$ cat src/rtl/led_scan_pkg.sv
// Shared constants, scan state encoding and pixel indexing for the RGB LED matrix scanner.
package led_scan_pkg;

  localparam int LED_ROWS   = 5;
  localparam int LED_COLS   = 5;
  localparam int LED_PIXELS = 25;

  typedef enum logic {
    BLANK = 1'b0,
    ON    = 1'b1
  } scan_state_t;

  function automatic logic [4:0] pix_idx(input logic [2:0] row, input logic [2:0] col);
    return 5'(int'(row) * LED_COLS + int'(col));
  endfunction

  // Phase counter must hold max(blank, dwell) - 1; never narrower than one bit.
  function automatic int cnt_width(input int blank_cycles, input int dwell_cycles);
    int m;
    m = (blank_cycles > dwell_cycles) ? blank_cycles : dwell_cycles;
    return (m <= 2) ? 1 : $clog2(m);
  endfunction

endpackage

$ cat src/rtl/led_matrix_scanner_if.sv
// Pixel-word / matrix-pin bundle between the PIO exports and the scanner.
// brightness exists only when LED_SCAN_PWM_EN is defined.
interface led_matrix_scanner_if;
  logic        enable;
  logic [24:0] R;
  logic [24:0] G;
  logic [24:0] B;
`ifdef LED_SCAN_PWM_EN
  logic [7:0]  brightness;
`endif
  logic [4:0]  row_sel;
  logic [4:0]  col_r;
  logic [4:0]  col_g;
  logic [4:0]  col_b;
  logic        frame_start;

`ifdef LED_SCAN_PWM_EN
  modport master (output enable, R, G, B, brightness,
                  input  row_sel, col_r, col_g, col_b, frame_start);
  modport slave  (input  enable, R, G, B, brightness,
                  output row_sel, col_r, col_g, col_b, frame_start);
`else
  modport master (output enable, R, G, B,
                  input  row_sel, col_r, col_g, col_b, frame_start);
  modport slave  (input  enable, R, G, B,
                  output row_sel, col_r, col_g, col_b, frame_start);
`endif
endinterface

$ cat src/rtl/led_scan_timer.sv
// Row-scan sequencer: BLANK/ON state machine, phase counter and row index.
// latch_o marks the first BLANK cycle of row 0 while enabled (frame boundary).
module led_scan_timer
  import led_scan_pkg::*;
#(
  parameter int BLANK_CYCLES = 16,
  parameter int DWELL_CYCLES = 1024,
  localparam int CNT_W = cnt_width(BLANK_CYCLES, DWELL_CYCLES)
) (
  input  logic              clk,
  input  logic              rst,
  input  logic              enable_i,
  output scan_state_t       state_o,
  output logic [2:0]        row_o,
  output logic [CNT_W-1:0]  cnt_o,
  output logic              latch_o
);

  scan_state_t      state_q, state_d;
  logic [2:0]       row_q, row_d;
  logic [CNT_W-1:0] cnt_q, cnt_d;

  always_ff @(posedge clk or posedge rst) begin
    if (rst) begin
      state_q <= BLANK;
      row_q   <= '0;
      cnt_q   <= '0;
    end else begin
      state_q <= state_d;
      row_q   <= row_d;
      cnt_q   <= cnt_d;
    end
  end

  always_comb begin
    state_d = state_q;
    row_d   = row_q;
    cnt_d   = cnt_q + 1'b1;
    if (!enable_i) begin
      // Parked at the frame boundary so re-enable starts with a fresh latch.
      state_d = BLANK;
      row_d   = '0;
      cnt_d   = '0;
    end else begin
      case (state_q)
        BLANK: begin
          if (cnt_q == CNT_W'(BLANK_CYCLES - 1)) begin
            state_d = ON;
            cnt_d   = '0;
          end
        end
        ON: begin
          if (cnt_q == CNT_W'(DWELL_CYCLES - 1)) begin
            state_d = BLANK;
            cnt_d   = '0;
            row_d   = (row_q == 3'(LED_ROWS - 1)) ? 3'd0 : row_q + 3'd1;
          end
        end
        default: begin
          state_d = BLANK;
          row_d   = '0;
          cnt_d   = '0;
        end
      endcase
    end
  end

  always_comb begin
    state_o = state_q;
    row_o   = row_q;
    cnt_o   = cnt_q;
    latch_o = enable_i && (state_q == BLANK) && (row_q == 3'd0) && (cnt_q == '0);
  end

endmodule

$ cat src/rtl/led_matrix_scanner.sv
// 5x5 common-row RGB LED matrix driver with blanking and frame-boundary shadow latch.
// Optional global PWM brightness when LED_SCAN_PWM_EN is defined.
module led_matrix_scanner
  import led_scan_pkg::*;
#(
  parameter int BLANK_CYCLES = 16,
  parameter int DWELL_CYCLES = 1024
) (
  input  logic                 clk,
  input  logic                 reset,
  led_matrix_scanner_if.slave  bus
);

  localparam int CNT_W = cnt_width(BLANK_CYCLES, DWELL_CYCLES);

  scan_state_t      state;
  logic [2:0]       row;
  logic [CNT_W-1:0] cnt;
  logic             latch;

  led_scan_timer #(
    .BLANK_CYCLES (BLANK_CYCLES),
    .DWELL_CYCLES (DWELL_CYCLES)
  ) u_timer (
    .clk      (clk),
    .rst      (reset),
    .enable_i (bus.enable),
    .state_o  (state),
    .row_o    (row),
    .cnt_o    (cnt),
    .latch_o  (latch)
  );

  logic [LED_PIXELS-1:0] shadow_r_q, shadow_r_d;
  logic [LED_PIXELS-1:0] shadow_g_q, shadow_g_d;
  logic [LED_PIXELS-1:0] shadow_b_q, shadow_b_d;
  logic [4:0]            row_sel_q, row_sel_d;
  logic [4:0]            col_r_q, col_r_d;
  logic [4:0]            col_g_q, col_g_d;
  logic [4:0]            col_b_q, col_b_d;
  logic                  frame_start_q, frame_start_d;
  logic                  gate;

`ifdef LED_SCAN_PWM_EN
  assign gate = (8'(cnt) < bus.brightness);
`else
  wire unused_cnt = ^cnt;
  assign gate = 1'b1;
`endif

  always_comb begin
    shadow_r_d    = shadow_r_q;
    shadow_g_d    = shadow_g_q;
    shadow_b_d    = shadow_b_q;
    row_sel_d     = '0;
    col_r_d       = '0;
    col_g_d       = '0;
    col_b_d       = '0;
    frame_start_d = latch;
    if (latch) begin
      shadow_r_d = bus.R;
      shadow_g_d = bus.G;
      shadow_b_d = bus.B;
    end
    // Drive pins only while lit and enabled; everything else is dark.
    if (bus.enable && (state == ON)) begin
      row_sel_d = 5'b00001 << row;
      for (int c = 0; c < LED_COLS; c++) begin
        col_r_d[c] = shadow_r_q[pix_idx(row, 3'(c))] & gate;
        col_g_d[c] = shadow_g_q[pix_idx(row, 3'(c))] & gate;
        col_b_d[c] = shadow_b_q[pix_idx(row, 3'(c))] & gate;
      end
    end
  end

  always_ff @(posedge clk or posedge reset) begin
    if (reset) begin
      shadow_r_q    <= '0;
      shadow_g_q    <= '0;
      shadow_b_q    <= '0;
      row_sel_q     <= '0;
      col_r_q       <= '0;
      col_g_q       <= '0;
      col_b_q       <= '0;
      frame_start_q <= 1'b0;
    end else begin
      shadow_r_q    <= shadow_r_d;
      shadow_g_q    <= shadow_g_d;
      shadow_b_q    <= shadow_b_d;
      row_sel_q     <= row_sel_d;
      col_r_q       <= col_r_d;
      col_g_q       <= col_g_d;
      col_b_q       <= col_b_d;
      frame_start_q <= frame_start_d;
    end
  end

  assign bus.row_sel     = row_sel_q;
  assign bus.col_r       = col_r_q;
  assign bus.col_g       = col_g_q;
  assign bus.col_b       = col_b_q;
  assign bus.frame_start = frame_start_q;

endmodule

$ cat src/flat_wrapper.sv
// flat-port wrapper written by rule: the top's interface ports become plain ports
module led_matrix_scanner_flat import led_scan_pkg::*;
#(
  parameter int BLANK_CYCLES = 16,
  parameter int DWELL_CYCLES = 1024
)
  (clk, reset, bus_enable, bus_R, bus_G, bus_B, bus_row_sel, bus_col_r, bus_col_g, bus_col_b, bus_frame_start);
  led_matrix_scanner_if bus_i ();
  input  logic clk;
  input  logic reset;
  input wire logic [$bits(bus_i.enable)-1:0] bus_enable;
  input wire logic [$bits(bus_i.R)-1:0] bus_R;
  input wire logic [$bits(bus_i.G)-1:0] bus_G;
  input wire logic [$bits(bus_i.B)-1:0] bus_B;
  output wire logic [$bits(bus_i.row_sel)-1:0] bus_row_sel;
  output wire logic [$bits(bus_i.col_r)-1:0] bus_col_r;
  output wire logic [$bits(bus_i.col_g)-1:0] bus_col_g;
  output wire logic [$bits(bus_i.col_b)-1:0] bus_col_b;
  output wire logic [$bits(bus_i.frame_start)-1:0] bus_frame_start;
  assign bus_i.enable = bus_enable;
  assign bus_i.R = bus_R;
  assign bus_i.G = bus_G;
  assign bus_i.B = bus_B;
  assign bus_row_sel = bus_i.row_sel;
  assign bus_col_r = bus_i.col_r;
  assign bus_col_g = bus_i.col_g;
  assign bus_col_b = bus_i.col_b;
  assign bus_frame_start = bus_i.frame_start;
  led_matrix_scanner #(.BLANK_CYCLES(BLANK_CYCLES), .DWELL_CYCLES(DWELL_CYCLES)) u_core (.clk(clk), .reset(reset), .bus(bus_i));
endmodule
$ cat config.mk
export PLATFORM = sky130hd
export DESIGN_NAME = led_matrix_scanner_flat
export DESIGN_NICKNAME = d
export VERILOG_FILES = /design/src/rtl/led_scan_pkg.sv /design/src/rtl/led_matrix_scanner_if.sv /design/src/rtl/led_scan_timer.sv /design/src/rtl/led_matrix_scanner.sv /design/src/flat_wrapper.sv
export SDC_FILE = /design/constraint.sdc
export NUM_CORES = 1
export LEC_CHECK = 0
export ABC_CLOCK_PERIOD_IN_PS = 5980
export CAP_MARGIN = 20
export CORE_MARGIN = 5
export CORE_UTILIZATION = 60
export DETAILED_ROUTE_END_ITERATION = 12
export MAX_ROUTING_LAYER = met4
export PLACE_DENSITY = 0.89
export SLEW_MARGIN = 0
export SYNTH_ARGS = -nofsm -noshare
export SYNTH_HDL_FRONTEND = slang
export SYNTH_SLANG_ARGS = --single-unit
$ cat constraint.sdc
create_clock -name clk -period 5.98 [get_ports clk]
set_input_delay 0.598 -clock clk [delete_from_list [all_inputs] [get_ports clk]]
set_output_delay 0.598 -clock clk [all_outputs]
set_load 0.1 [all_outputs]
==> impl_metrics.ini <==
[outcome]
status = completed

[global_route]
grt_max_degree = 76
antenna_found_initial = 0
track_usage_pct = 26.0
grt_pass1_vias = 5204
grt_pass1_wl_um = 27900
grt_overflow = 0

[setup_path]
crit_type = flop to flop
cp_max_fo = 24
worstPathArrival_ns = 3.67
end_kind = flop
start_kind = flop
cp.required_ns = 6.19

[sta]
clock-skew-final_ns = 0.00493
final_max_slew_viol_count = 0
relSlewSlack_pct = 34.1
final.setup.tns_ns = 0
setup_viol = 0
tightest_slew_ns = 0.986
max_freq_mhz = 289
timing.hold.ws_ns = 0.517
min_period_ns = 3.46
fin_ws_ns = 2.52
hold_violations = 0
fin_crit_sh_pct = 57.9
rsz0062_at_grt = false

[logic_synthesis]
ys.flop_type = dfrtp_1
synth_seq_cells = 110
synthCells = 524
synth-seq-area-share_pct = 38.4
yosysWarnings = 0
ys_types = 44
synth-edff-count = 0
avgSynthCellArea_sq_um = 13.7
mappedNetlistArea_sq_mm = 0.00717
yosysTopAreaCell = dfrtp_1
yosys-top-cells-area = dfrtp_1 38%, mux4_2 27%, mux2_2 12%
syn-num-nets = 615
ys_async_sr_fraction_pct = 100
yosysTopAreaCellShare_pct = 38.4

[placed_design]
dp_cells = 739
hpwlAfterDp_um = 12300
dp_slack_ns = 2.48
place_area_sq_mm = 0.00817
port_buffers = 98
gp_congestion = 0.940

[final_layout]
final_cell_count_no_fill = 754
final_cell_area_sq_mm = 0.00847
diodes = 0
fillers = 796
nets = 695
post-route-util_pct = 71.4
drive_gt1_share_pct = 32.0
syn_to_final_growth_pct = 18.1

[clocking]
clock_path_buffers = 2
cts_setup_buffers = 0
clk-insertion-delay-late_ns = 0.36
postCtsResizedCells = 0
numCtsBuffers = 9
cts_max_level = 3
cts_tree = yes
cts_sinks = 110
clkTransAtPathRegs_ns = 0.07
cts_root_buffer = clkbuf_16
ctsHoldBuffers = 0

[floorplan]
dieArea_sq_mm = 0.0142
std_cell_rows = 40
dieWidth_um = 119
core_area_sq_mm = 0.0119
initial_utilization_pct = 60.5
io_pins = 99
die_h_um = 119

[detailed_routing]
postRouteAntennaNets = 0
drt-initial-drc-count = 648
wl_per_cell_um = 22.6
dr.pass1.iters = 5
wl_um = 17100
drc = 0
via_per_inst = 6.87
num_vias = 5183

[power_and_ir_drop]
leakage_nw = 3.21
p_per_area_mw_per_mm2 = 261
irDropWorstVdd_mv = 0.203
power_mw = 2.21

[hold_path]
hp-class = flop to flop

[flow_run]
cap_violations = 0
## cell type report
class                      instances  area [sq um]  area share (%)
clock buffer                      13           260            3.07
timing repair buffer             106          1040            12.3
tap                              147           184            2.17
multi-input combinational        370          4170            49.2
inverter                           7          28.8           0.340
clock inverter                     1          30.0           0.355
sequential                       110          2760            32.5
## cells in the mapped netlist (6+ instances only)
master,n
nand2_1,32
mux2_2,78
buf_4,11
mux2i_1,9
xor2_1,10
buf_2,16
dfrtp_1,110
nor3_1,11
inv_1,6
xnor2_1,8
nor2_1,36
a211oi_1,10
a21oi_1,13
nand3_1,8
ha_1,13
mux4_2,86
## placed cells by master, fill, tap and decap left out, drive strengths merged, types with 5 or more instances in the layout
cell type	netlist	final
dfrtp	110	110
clkdlybuf4s50	0	98
mux4	86	86
mux2	78	78
nor2	36	36
nand2	32	32
a21oi	14	14
ha	13	13
xor2	13	13
clkbuf	5	13
nor3	11	11
a211oi	10	10
mux2i	9	9
xnor2	9	9
nand3	8	8
buf	32	8
inv	7	7
nor3b	5	5
## cell families (layout without fill, tap and decap cells)
family                   count (synthesis)  in the layout  synth area share [%]
AND/OR/NAND/NOR                        113            113                  7.29
buffers and inverters                   44            127                  3.58
flip-flops                             110            110                  38.4
multiplexers                           173            173                  40.5
adder cells (fa/ha/maj)                 13             13                  2.27
XOR/XNOR                                22             22                  3.26
AO/OA/AOI/OAI                           49             49                  4.71
## final timing paths
kind	end	depth (start not counted)	slack [ns]	from
max	u_core.bus.col_b[1]$_DFF_PP0_	7	2.52	u_core.u_timer.row_o[0]$_DFFE_PP0P_
min	u_core.u_timer.cnt_o[0]$_DFF_PP0_	1	0.52	u_core.u_timer.cnt_o[0]$_DFF_PP0_
max reg2reg	u_core.bus.col_b[1]$_DFF_PP0_	7	2.52	u_core.u_timer.row_o[0]$_DFFE_PP0P_
min reg2reg	u_core.u_timer.cnt_o[0]$_DFF_PP0_	1	0.52	u_core.u_timer.cnt_o[0]$_DFF_PP0_
max in group asynchronous	u_core.shadow_g_q[11]$_DFFE_PP0P_	3	4.12	reset
min in group asynchronous	u_core.bus.col_r[4]$_DFF_PP0_	2	0.67	reset
## worst max-delay path: stages, from the launching register on
cell and delay (ns):
dfrtp_2 0.56, inv_2 0.32, ha_1 0.79, buf_4 0.41, mux4_2 0.54, mux4_2 0.51, nor2_1 0.11, nor3_1 0.06
## metal layers
metal / GRT usage [%] / vias to the layer above / wire length, um
met3: 6.27 / 50 / 1790
met2: 39.9 / 346 / 8580
met1: 34.4 / 2600 / 6210
met4: 9.23 / 0 / 489
li1: - / 2187 / -
met5: - / - / 0
## sequential cells by signal, summed over array words and instances, names as in the netlist
signal,flops
u_core.u_timer.state_o,1
u_core.bus.col_b,5
u_core.bus.col_g,5
u_core.bus.row_sel,5
u_core.shadow_g_q,25
u_core.bus.frame_start,1
u_core.shadow_b_q,25
u_core.shadow_r_q,25
u_core.bus.col_r,5
u_core.u_timer.cnt_o,10
u_core.u_timer.row_o,3
## where the power goes
part / switching (mW) / internal, mW / total [mW]
logic: 0.177 / 0.373 / 0.550
registers: 0.194 / 0.870 / 1.06
clock network: 0.254 / 0.343 / 0.597
Power figures use the tool's default switching activity.
